**src/rtl/mcpu_ctrl.sv**
```systemverilog
// mcpu_ctrl: multi-cycle Moore control unit for the MCPU datapath.
// The unit steps through fetch, decode, execute, memory and write-back
// states according to the instruction held in IR. It waits on MIO_ready for
// every memory access and for every PC update that completes an instruction.
// Ports:
//   clk, reset      : rising-edge clock, synchronous active-high reset
//   MIO_ready       : memory handshake, 1 = access completes this cycle
//   opcode, funct   : inst[31:26] and inst[5:0] from IR
//   state           : current state code
//   IorD .. PCSrc   : datapath and memory-interface control strobes
module mcpu_ctrl (
   input  logic       clk,
   input  logic       reset,
   input  logic       MIO_ready,
   input  logic [5:0] opcode,
   input  logic [5:0] funct,
   output logic [4:0] state,
   output logic       IorD,
   output logic       IRWrite,
   output logic       mem_w,
   output logic       CPU_MIO,
   output logic [1:0] RegDst,
   output logic [1:0] MemtoReg,
   output logic       RegWrite,
   output logic       ExtSel,
   output logic       ALUSrcA,
   output logic [1:0] ALUSrcB,
   output logic [3:0] ALUcontrol,
   output logic       PCWrite,
   output logic       PCWriteCond,
   output logic       Branch,
   output logic [1:0] PCSrc
);

   typedef enum logic [4:0] {
      S_IF       = 5'd0,
      S_ID       = 5'd1,
      S_MEM_ADDR = 5'd2,
      S_MEM_RD   = 5'd3,
      S_WB_LW    = 5'd4,
      S_MEM_WR   = 5'd5,
      S_R_EXE    = 5'd6,
      S_R_WB     = 5'd7,
      S_BEQ      = 5'd8,
      S_J        = 5'd9,
      S_I_EXE    = 5'd10,
      S_I_WB     = 5'd11,
      S_JAL      = 5'd12,
      S_ERR      = 5'd31
   } state_t;

   localparam logic [5:0] OP_RTYPE = 6'b000000;
   localparam logic [5:0] OP_LW    = 6'b100011;
   localparam logic [5:0] OP_SW    = 6'b101011;
   localparam logic [5:0] OP_BEQ   = 6'b000100;
   localparam logic [5:0] OP_J     = 6'b000010;
   localparam logic [5:0] OP_JAL   = 6'b000011;
   localparam logic [5:0] OP_ADDI  = 6'b001000;
   localparam logic [5:0] OP_SLTI  = 6'b001010;
   localparam logic [5:0] OP_ANDI  = 6'b001100;
   localparam logic [5:0] OP_ORI   = 6'b001101;

   localparam logic [5:0] FN_ADD = 6'b100000;
   localparam logic [5:0] FN_SUB = 6'b100010;
   localparam logic [5:0] FN_AND = 6'b100100;
   localparam logic [5:0] FN_OR  = 6'b100101;
   localparam logic [5:0] FN_SLT = 6'b101010;
   localparam logic [5:0] FN_NOR = 6'b100111;

   localparam logic [3:0] ALU_AND = 4'b0000;
   localparam logic [3:0] ALU_OR  = 4'b0001;
   localparam logic [3:0] ALU_ADD = 4'b0010;
   localparam logic [3:0] ALU_SUB = 4'b0110;
   localparam logic [3:0] ALU_SLT = 4'b0111;
   localparam logic [3:0] ALU_NOR = 4'b1100;

   state_t state_r;
   state_t state_nxt_s;

   assign state = state_r;

   // State register with synchronous reset to instruction fetch.
   always_ff @(posedge clk) begin
      if (reset) begin
         state_r <= S_IF;
      end else begin
         state_r <= state_nxt_s;
      end
   end

   // Next-state and Moore output decode; every strobe defaults to 0.
   always_comb begin
      state_nxt_s = state_r;
      IorD        = 1'b0;
      IRWrite     = 1'b0;
      mem_w       = 1'b0;
      CPU_MIO     = 1'b0;
      RegDst      = 2'b00;
      MemtoReg    = 2'b00;
      RegWrite    = 1'b0;
      ExtSel      = 1'b0;
      ALUSrcA     = 1'b0;
      ALUSrcB     = 2'b00;
      ALUcontrol  = ALU_AND;
      PCWrite     = 1'b0;
      PCWriteCond = 1'b0;
      Branch      = 1'b0;
      PCSrc       = 2'b00;

      case (state_r)
         S_IF: begin
            // Fetch and PC+4 share the cycle; IR only loads when data is valid.
            CPU_MIO    = 1'b1;
            IRWrite    = MIO_ready;
            ALUSrcB    = 2'b01;
            ALUcontrol = ALU_ADD;
            PCWrite    = 1'b1;
            if (MIO_ready) begin
               state_nxt_s = S_ID;
            end else begin
               state_nxt_s = S_IF;
            end
         end
         S_ID: begin
            // Branch target PC + (imm<<2) is precomputed into ALUOut here.
            ALUSrcB    = 2'b11;
            ALUcontrol = ALU_ADD;
            ExtSel     = 1'b1;
            case (opcode)
               OP_LW, OP_SW:                       state_nxt_s = S_MEM_ADDR;
               OP_RTYPE:                           state_nxt_s = S_R_EXE;
               OP_BEQ:                             state_nxt_s = S_BEQ;
               OP_J:                               state_nxt_s = S_J;
               OP_JAL:                             state_nxt_s = S_JAL;
               OP_ADDI, OP_SLTI, OP_ANDI, OP_ORI:  state_nxt_s = S_I_EXE;
               default:                            state_nxt_s = S_ERR;
            endcase
         end
         S_MEM_ADDR: begin
            ALUSrcA    = 1'b1;
            ALUSrcB    = 2'b10;
            ALUcontrol = ALU_ADD;
            ExtSel     = 1'b1;
            if (opcode == OP_LW) begin
               state_nxt_s = S_MEM_RD;
            end else begin
               state_nxt_s = S_MEM_WR;
            end
         end
         S_MEM_RD: begin
            CPU_MIO = 1'b1;
            IorD    = 1'b1;
            if (MIO_ready) begin
               state_nxt_s = S_WB_LW;
            end else begin
               state_nxt_s = S_MEM_RD;
            end
         end
         S_WB_LW: begin
            MemtoReg    = 2'b01;
            RegWrite    = 1'b1;
            state_nxt_s = S_IF;
         end
         S_MEM_WR: begin
            CPU_MIO = 1'b1;
            IorD    = 1'b1;
            mem_w   = 1'b1;
            if (MIO_ready) begin
               state_nxt_s = S_IF;
            end else begin
               state_nxt_s = S_MEM_WR;
            end
         end
         S_R_EXE: begin
            ALUSrcA     = 1'b1;
            state_nxt_s = S_R_WB;
            case (funct)
               FN_ADD:  ALUcontrol = ALU_ADD;
               FN_SUB:  ALUcontrol = ALU_SUB;
               FN_AND:  ALUcontrol = ALU_AND;
               FN_OR:   ALUcontrol = ALU_OR;
               FN_SLT:  ALUcontrol = ALU_SLT;
               FN_NOR:  ALUcontrol = ALU_NOR;
               default: state_nxt_s = S_ERR;
            endcase
         end
         S_R_WB: begin
            RegDst      = 2'b01;
            RegWrite    = 1'b1;
            state_nxt_s = S_IF;
         end
         S_BEQ: begin
            ALUSrcA     = 1'b1;
            ALUcontrol  = ALU_SUB;
            PCWriteCond = 1'b1;
            Branch      = 1'b1;
            PCSrc       = 2'b01;
            if (MIO_ready) begin
               state_nxt_s = S_IF;
            end else begin
               state_nxt_s = S_BEQ;
            end
         end
         S_J: begin
            PCWrite = 1'b1;
            PCSrc   = 2'b10;
            if (MIO_ready) begin
               state_nxt_s = S_IF;
            end else begin
               state_nxt_s = S_J;
            end
         end
         S_I_EXE: begin
            ALUSrcA     = 1'b1;
            ALUSrcB     = 2'b10;
            state_nxt_s = S_I_WB;
            case (opcode)
               OP_ADDI: begin ALUcontrol = ALU_ADD; ExtSel = 1'b1; end
               OP_SLTI: begin ALUcontrol = ALU_SLT; ExtSel = 1'b1; end
               OP_ANDI: begin ALUcontrol = ALU_AND; ExtSel = 1'b0; end
               OP_ORI:  begin ALUcontrol = ALU_OR;  ExtSel = 1'b0; end
               default: begin ALUcontrol = ALU_AND; ExtSel = 1'b0; end
            endcase
         end
         S_I_WB: begin
            RegWrite    = 1'b1;
            state_nxt_s = S_IF;
         end
         S_JAL: begin
            // Link value PC+4 was already written to PC during fetch.
            PCWrite  = 1'b1;
            PCSrc    = 2'b10;
            RegDst   = 2'b10;
            MemtoReg = 2'b10;
            RegWrite = MIO_ready;
            if (MIO_ready) begin
               state_nxt_s = S_IF;
            end else begin
               state_nxt_s = S_JAL;
            end
         end
         S_ERR: begin
            state_nxt_s = S_ERR;
         end
         default: begin
            state_nxt_s = S_ERR;
         end
      endcase
   end

endmodule

```
**config.mk**
```make
export PLATFORM = sky130hd
export DESIGN_NAME = mcpu_ctrl
export DESIGN_NICKNAME = d
export VERILOG_FILES = /design/src/rtl/mcpu_ctrl.sv
export SDC_FILE = /design/constraint.sdc
export NUM_CORES = 1
export LEC_CHECK = 0
export BUFFER_PORTS_ARGS = -buffer_cell sky130_fd_sc_hd__buf_2
export CORE_UTILIZATION = 30
export CTS_BUF_LIST = sky130_fd_sc_hd__clkbuf_8
export CTS_CLUSTER_SIZE = 30
export DETAILED_ROUTE_END_ITERATION = 7
export SLEW_MARGIN = 5
export SYNTH_ARGS = -nofsm -noshare
export SYNTH_HDL_FRONTEND = slang
export SYNTH_SLANG_ARGS = --single-unit
```
**constraint.sdc**
```tcl
create_clock -name clk -period 2.9 [get_ports clk]
set_input_delay 0.58 -clock clk [delete_from_list [all_inputs] [get_ports clk]]
set_output_delay 0.58 -clock clk [all_outputs]
set_load 0.01 [all_outputs]
```
==> impl_metrics.toml <==
[grt]
grt_pass1_vias = 991
grt_overflow = 0
antenna_found_initial = 0
grt_first_pass_wirelength_um = 4380
grt_max_degree = 20
track_usage_pct = 16.4

[detailed_routing]
wl_um = 2860
route.vias.total = 1175
drc = 0
wl_met2_um = 1310
wl_per_cell_um = 12.9
ant_nets = 0
first_pass_iters = 5
met1_length_um = 1350
top_layer_used = "met4"
dr_wl_met3_um = 152
drt_iter0_drc = 50
vias_per_cell = 5.32

[cells_and_area]
antenna_cells = 0
largest_reg_flops = 5
utilization_pct = 40.1
layout-drive-gt1-share_pct = 33.9
fillerInstances = 339
final-instance-count-excl-fill = 221
syn2layout_area_growth_pct = 27.3
nets = 193

[logic_synthesis]
synthArstFlopShare_pct = 0
syn-cell-area_sq_um = 953
synth_most_common_cell = "nor2_1"
ys_ff_latch = 5
ys_types = 52
syn_area_per_cell_sq_um = 6.71
synth_edf_count = 0
ys.flop_type = "dfxtp_1"
syn_nets = 157
synth_top_area_cell = "dfxtp_1"
yosysSeqAreaShare_pct = 10.5
ys_top_cells_by_count = "nor2_1 (17), nand2_1 (12), o21ai_0 (10), buf_2 (9), inv_1 (7)"
synth_top_area_share_pct = 10.5
synth_cells = 142
yosys_warnings = 0
synthTopCellsByArea = "dfxtp_1 (10%), nor2_1 (6.7%), o21ai_0 (5.2%)"

[placed_design]
port_buffers = 41
place_ws_ns = 0.792
place_congestion = 0.878
hpwlAfterDp_um = 2250
dpl.cell_count = 217

[clocking]
cts_hold_buffers = 0
cts_root_buffer = "clkbuf_8"
cts_buffers = 3
cts_sinks = 5
clkTransAtPathRegs_ns = 0.04
htree_levels = 1
cts_buffer_depth = 2
postCtsSetupBuffers = 0
clk_latency_ns = 0.22
cts-resized-gates = 0
cts_tree = "yes"

[critical_path]
cp.arrival_ns = 1.80
required_ns = 2.32
crit_fanout = 15
worst_path_max_delay_cell = "dfxtp_1"
slowest_delay_ns = 0.60
crit_path_end = "ALUcontrol[2]"
worstReg2RegStart = "state[2]"
ff2ff_path_depth = 5
worstPathCellList = "nor2b_1 > nand4_1 > o221ai_1 > buf_2"
cp-startpoint = "state[3]"
cp-end-kind = "primary output"
r2r_slack_ns = 1.14
cp-start-kind = "register"
rr_endpoint = "state[0]"
crit_type = "reg2out"

[timing]
finalHoldViolCount = 0
worst_pin_slew_ns = 0.474
slew_headroom_pct = 68.4
period_share_pct = 82.1
setup_violations = 0
max_freq_mhz = 420
period_minus_slack_ns = 2.38
setup_ws_ns = 0.520
slew_viol_final = 0
skew_ns = 0.00256
rsz0062_at_grt = "false"
tns_ns = 0
fin_hold_ws_ns = 0.618

[floorplan]
core_sq_um = 3030
die_h_um = 58.4
die-area_sq_um = 3410
ios = 42
start_util_pct = 31.5
row_count = 20
fp.dieW_um = 58.4

[run]
cap_violations = 0

[power]
power_frac_comb_pct = 76.8
clkPwrFrac_pct = 9.5
p_sw_share_pct = 52.8
ir_drop_uv = 226
leakage_uw = 0.000524
p_int_uw = 605
pwr_density_cell_nw_per_um2 = 1060
p_sw_uw = 677
power_frac_seq_pct = 13.6

[hold_path]
holdCritPathClass = "in2reg"
holdPathStages = 2

[status]
outcome = "completed"
-- layer usage --
layer / global-route usage, % / vias to the layer above
li1: - / 598
met2: 26.8 / 49
met1: 23.0 / 524
met5: 0 / -
met4: 4.42 / 0
met3: 1.54 / 4
-- final cells by class --
class	instances	area, sq um	share of cell area [%]
multi-input combinational	116	752	62.0
inverter	7	26.3	2.16
timing repair buffer	45	235	19.4
clock buffer	3	41.3	3.40
clock inverter	1	3.75	0.309
tap	44	55.1	4.54
sequential	5	100	8.25
-- per-stage QoR --
stage          area (sq um)  total power (uW)
3_3_place_gp           1170              1140
6_report               1210              1280
3_5_place_dp           1170              1150
2_1_floorplan           953               846
5_1_grt                1210              1390
4_1_cts                1210              1280
-- cell families (layout without fill, tap and decap cells) --
group | after synthesis | in the layout | synth area share, %
AOI/OAI and AO/OA | 42 | 42 | 32.7
muxes | 1 | 1 | 1.18
xor gates and xnor gates | 2 | 2 | 1.84
and+or+nand+nor | 71 | 71 | 43.2
DFF | 5 | 5 | 10.5
buffers and inverters | 21 | 56 | 10.6
-- cells in the final DEF, fill, tap and decap left out, drive strengths merged, types with 2 or more instances in the layout --
cell and n:
buf 45, nor2 17, nand2 12, o21ai 10, inv 8, nor3 8
nand2b 6, nor2b 6, a21oi 6, dfxtp 5, nand4 3, nand3 3
nor4 3, o211ai 3, clkbuf 3, or3 3, nand3b 2, a211oi 2
a31oi 2, or3b 2, o311ai 2, nor4b 2, a41oi 2
-- power groups by stage --
stage | logic, uW | clock network (uW) | registers (uW)
2_1_floorplan | 701 | 0 | 145
3_3_place_gp | 969 | 0 | 173
3_5_place_dp | 976 | 0 | 174
4_1_cts | 979 | 126 | 173
5_1_grt | 1080 | 129 | 182
6_report | 985 | 122 | 175
-- worst min-delay path by stage --
stage | slack (ns) | end | start
after detailed placement | 0.74 | state[3] | state[3]
after global placement | 0.75 | state[0] | state[4]
final | 0.62 | state[0] | reset
after global routing | 0.62 | state[0] | reset
after floorplan | 0.64 | state[0] | reset
after CTS | 0.61 | state[0] | reset
-- worst max-delay path: cells and delay by family (launching register included) --
family | cells | cell delay [ns]
and+or+nand+nor | 2 | 0.60
DFF | 1 | 0.60
AOI/OAI and AO/OA | 1 | 0.22
buffers and inverters | 1 | 0.16
Power figures use the tool's default switching activity.
